<file path="config.mk">
export PLATFORM = sky130hd
export DESIGN_NAME = multi_sw_debouncer
export DESIGN_NICKNAME = d
export VERILOG_FILES = /design/src/rtl/multi_sw_debouncer.sv
export SDC_FILE = /design/constraint.sdc
export NUM_CORES = 1
export LEC_CHECK = 0
export BUFFER_PORTS_ARGS = -buffer_cell sky130_fd_sc_hd__buf_2
export CAP_MARGIN = 20
export CORE_ASPECT_RATIO = 0.8
export CORE_MARGIN = 4
export CORE_UTILIZATION = 55
export DETAILED_ROUTE_END_ITERATION = 7
export HOLD_SLACK_MARGIN = 0.06
export PLACE_DENSITY = 0.72
export SLEW_MARGIN = 15
export SYNTH_ARGS = -nofsm -noshare
export SYNTH_HDL_FRONTEND = slang
export SYNTH_SLANG_ARGS = --single-unit
</file>
<file path="constraint.sdc">
create_clock -name CLK -period 2.26 [get_ports CLK]
set_clock_uncertainty 0.15 [all_clocks]
set_input_delay 0.452 -clock CLK [delete_from_list [all_inputs] [get_ports CLK]]
set_output_delay 0.452 -clock CLK [all_outputs]
set_load 0.02 [all_outputs]
</file>
<file path="src/rtl/multi_sw_debouncer.sv">
// N-channel push-button debouncer: synchronisers, polarity fold, debounce counters,
// registered press/release pulses, single-shot long-press detection and an any-pressed summary.
module multi_sw_debouncer #(
  parameter int NUM_CH      = 8,
  parameter int CNT_W       = 17,
  parameter int SYNC_STAGES = 2,
  parameter int ACTIVE_LOW  = 1,
  parameter int HOLD_W      = 25
) (
  input  logic              CLK,
  input  logic              RESET,
  input  logic [NUM_CH-1:0] PB,
  output logic [NUM_CH-1:0] DEBOUNCED,
  output logic [NUM_CH-1:0] PB_DOWN,
  output logic [NUM_CH-1:0] PB_UP,
  output logic [NUM_CH-1:0] PB_HOLD,
  output logic              ANY_PRESSED
);

  localparam logic [NUM_CH-1:0] RELEASED = (ACTIVE_LOW != 0) ? {NUM_CH{1'b1}} : {NUM_CH{1'b0}};
  localparam logic [CNT_W-1:0]  CNT_ONE  = CNT_W'(1);
  localparam logic [HOLD_W-1:0] HOLD_ONE = HOLD_W'(1);

  logic [NUM_CH-1:0] sync_q [SYNC_STAGES];
  logic [NUM_CH-1:0] lvl;
  logic [CNT_W-1:0]  cnt    [NUM_CH];
  logic [HOLD_W-1:0] hcnt   [NUM_CH];
  logic [NUM_CH-1:0] done;

  // Synchronisers reset to the released pin level so reset never looks like a press.
  always_ff @(posedge CLK or negedge RESET) begin
    if (!RESET) begin
      for (int s = 0; s < SYNC_STAGES; s++) sync_q[s] <= RELEASED;
    end else begin
      sync_q[0] <= PB;
      for (int s = 1; s < SYNC_STAGES; s++) sync_q[s] <= sync_q[s-1];
    end
  end

  assign lvl = sync_q[SYNC_STAGES-1] ^ RELEASED;

  always_ff @(posedge CLK or negedge RESET) begin
    if (!RESET) begin
      DEBOUNCED <= '0;
      PB_DOWN   <= '0;
      PB_UP     <= '0;
      for (int i = 0; i < NUM_CH; i++) cnt[i] <= '0;
    end else begin
      PB_DOWN <= '0;
      PB_UP   <= '0;
      for (int i = 0; i < NUM_CH; i++) begin
        if (DEBOUNCED[i] == lvl[i]) begin
          cnt[i] <= '0;
        end else if (cnt[i] != {CNT_W{1'b1}}) begin
          cnt[i] <= cnt[i] + CNT_ONE;
        end else begin
          // Stable for the full window: toggle and report the direction.
          cnt[i]       <= '0;
          DEBOUNCED[i] <= ~DEBOUNCED[i];
          PB_DOWN[i]   <= ~DEBOUNCED[i];
          PB_UP[i]     <= DEBOUNCED[i];
        end
      end
    end
  end

  // The hold counter parks at all-ones once done is set, so it fires once per press.
  always_ff @(posedge CLK or negedge RESET) begin
    if (!RESET) begin
      PB_HOLD <= '0;
      done    <= '0;
      for (int i = 0; i < NUM_CH; i++) hcnt[i] <= '0;
    end else begin
      PB_HOLD <= '0;
      for (int i = 0; i < NUM_CH; i++) begin
        if (!DEBOUNCED[i]) begin
          hcnt[i] <= '0;
          done[i] <= 1'b0;
        end else if (!done[i]) begin
          if (hcnt[i] == {HOLD_W{1'b1}}) begin
            PB_HOLD[i] <= 1'b1;
            done[i]    <= 1'b1;
          end else begin
            hcnt[i] <= hcnt[i] + HOLD_ONE;
          end
        end
      end
    end
  end

  assign ANY_PRESSED = |DEBOUNCED;

endmodule

</file>
==> results.sh <==
export IMPL_cp_start_kind="flip-flop"
export IMPL_cellLeakagePower_nw=9.316
export IMPL_routedWlPerCell_um=14.35
export IMPL_final_cell_mix="375 x dfrtp_1, 229 x nor2_1, 170 x nand2_1"
export IMPL_tns_ns=-0.01380
export IMPL_cap_violations=0
export IMPL_dp_slack_ns=0.03837
export IMPL_die_h_um=174.2
export IMPL_hp_class="reg2reg"
export IMPL_dp_hpwl_mm=23.89
export IMPL_required_ns=1.66
export IMPL_rsz0062_at_grt="true"
export IMPL_ant_nets=0
export IMPL_io_buffer_count=42
export IMPL_ir_drop_mv=0.6876
export IMPL_setup_slack_ns=-0.01380
export IMPL_drive_gt1_share_pct=12.81
export IMPL_die_w_um=215.8
export IMPL_grt_overflow=0
export IMPL_nets=2064
export IMPL_vias=14080
export IMPL_tightest_slew_ns=0.5899
export IMPL_status="finished, violations left"
export IMPL_crit_path_max_fanout=2
export IMPL_wl_mm=36.25
export IMPL_slew_limit_headroom_pct=59.66
export IMPL_critical_path_class="reg2out"
export IMPL_synth_flop_cell="dfrtp_1"
export IMPL_fmax_ghz=0.4398
export IMPL_syn_area_per_cell_um2=9.897
export IMPL_cts_max_level=2
export IMPL_post_route_period_util_pct=100.6
export IMPL_synth_area_top_cells="dfrtp_1 50%, xnor2_1 4.7%, nor2_1 4.5%"
export IMPL_first_iter_violations=856
export IMPL_hold_viol_final=0
export IMPL_fp_row_count=60
export IMPL_drc_errors=0
export IMPL_io_pins=43
export IMPL_n_antenna_cell=0
export IMPL_grt_pass1_vias=13678
export IMPL_layout_min_cycle_time_ns=2.274
export IMPL_core_area_mm2=0.03386
export IMPL_avgViaCountPerCell=5.574
export IMPL_mostFrequentLayoutCell="dfrtp_1"
export IMPL_start_util_pct=56.10
export IMPL_finalSetupViolCount=1
export IMPL_violations="setup timing"
export IMPL_ys_async_sr_fraction_pct=100.0
export IMPL_grt_usage_pct=19.44
export IMPL_post_route_util_pct=64.61
export IMPL_synthesis_area_mm2=0.01899
export IMPL_numCtsBuffers=41
export IMPL_synth_seq_cells=392
export IMPL_firstDrtPassIters=5
export IMPL_clk_pin_slew_ns=0.06
export IMPL_slew_violations=0
export IMPL_syn_nets=1953
export IMPL_synth_edf_count=0
export IMPL_arrival_ns=1.67
export IMPL_syn_inst=1919
export IMPL_cts_sinks=392
export IMPL_synth_top_area_share_pct=49.54
export IMPL_synth_yosys_seq_area_share_pct=51.75
export IMPL_grt_max_degree=74
export IMPL_place_congestion=0.8188
export IMPL_cts_root_buffer="clkbuf_16"
export IMPL_ys_types=76
export IMPL_clock_latency_ns=0.54
export IMPL_antenna_found_initial=0
export IMPL_die_area_mm2=0.03759
export IMPL_synth_warnings=0
export IMPL_syn_to_final_growth_pct=15.18
export IMPL_synth_top_area_cell="dfrtp_1"
export IMPL_powerDensity_mw_per_mm2=639.4
export IMPL_grt_pass1_wl_mm=63.82
export IMPL_cts_buffer_depth=3
export IMPL_cts_tree="yes"
export IMPL_end_kind="primary output"
-- worst max-delay path: stages, from the launching register on --
cell and delay (ns):
dfrtp_1 0.50, nor4_2 0.42, nand2_4 0.08, buf_6 0.13
-- final timing paths --
| path | end | slack, ns | depth (start not counted) | start |
|---|---|---|---|---|
| worst max-delay path | ANY_PRESSED | -0.01 | 3 | DEBOUNCED[2] |
| worst min-delay path | sync_q[1] | 0.20 | 0 | sync_q[9] |
| worst max register to register | hcnt[146] | 0.05 | 5 | hcnt[130] |
| worst min register to register | sync_q[1] | 0.20 | 0 | sync_q[9] |
| max in group asynchronous | sync_q[8] | 0.97 | 3 | RESET |
| min in group asynchronous | PB_HOLD[1] | 0.27 | 2 | RESET |
-- synth_stat cells, types with 11 or more instances --
library cell,n
dfrtp_1,376
xor2_1,98
mux2i_1,24
ha_1,24
inv_1,37
nor2_1,229
nand3_1,99
or4_1,25
a211oi_1,11
o31ai_1,18
dfstp_2,16
o21ai_0,64
nand2_1,171
o211ai_1,14
or3_1,39
nor4_1,24
nand4_1,87
nand2b_1,36
clkbuf_1,60
xnor2_1,102
and2_1,41
nor3_1,36
and4_1,26
and3_1,59
a21oi_1,63
-- final cells by class --
class / count / area [µm²]
inverters: 40 / 150.1
clock buffers: 60 / 1177
fillers: 2714 / 11980
clock inverters: 14 / 130.1
repair buffers: 140 / 1139
multi-input cells: 1415 / 8867
flip-flops and latches: 392 / 9831
well taps: 465 / 581.8
-- cells by family (layout without fill, tap and decap cells) --
| group | count (synthesis) | in the layout | share of synthesized area [%] |
|---|---|---|---|
| fa+ha+maj | 24 | 24 | 1.581 |
| simple gates | 923 | 923 | 25.60 |
| compound gates | 244 | 244 | 8.175 |
| mux | 24 | 24 | 1.265 |
| buf+inv | 112 | 254 | 2.404 |
| flops | 392 | 392 | 51.75 |
| xor+xnor | 200 | 200 | 9.223 |
-- power by group --
part           internal [mW]  switching (mW)  total (mW)
logic                  0.110           0.221       0.331
clock network           3.85            2.69        6.53
registers               7.08          0.0452        7.13
total                   11.0            2.95        14.0
-- metal layers --
metal	share of wire [%]	global-route usage, %
met5	0	0
met2	45	30.67
met1	50	28.79
met3	3.5	3.023
met4	1.5	4.078
-- flip-flops by register name, indices dropped and copies added, names as in the netlist --
name / cells
PB_UP: 8
PB_DOWN: 8
PB_HOLD: 8
DEBOUNCED: 8
sync_q: 16
done: 8
hcnt: 200
cnt: 136
-- timing repair --
item	CTS	global route
endpoints found under the hold margin	199	0
pin swaps	1	7
hold buffers	9	0
setup endpoints to repair	2	106
setup buffers	0	3
resized for setup	2	31
-- metrics by stage --
stage / cells / hold WS [ns] / area (µm²) / power [mW]
2_1_floorplan: 1919 / 0.006409 / 19000 / 7.345
3_3_place_gp: 2440 / 0.1961 / 20280 / 7.576
3_5_place_dp: 2440 / 0.1972 / 20280 / 7.582
4_1_cts: 2523 / 0.2064 / 21690 / 14.21
5_1_grt: 2526 / 0.2101 / 21880 / 14.57
6_report: 2526 / 0.2035 / 21880 / 13.99
Note: power is estimated with default switching activity, not from simulation.
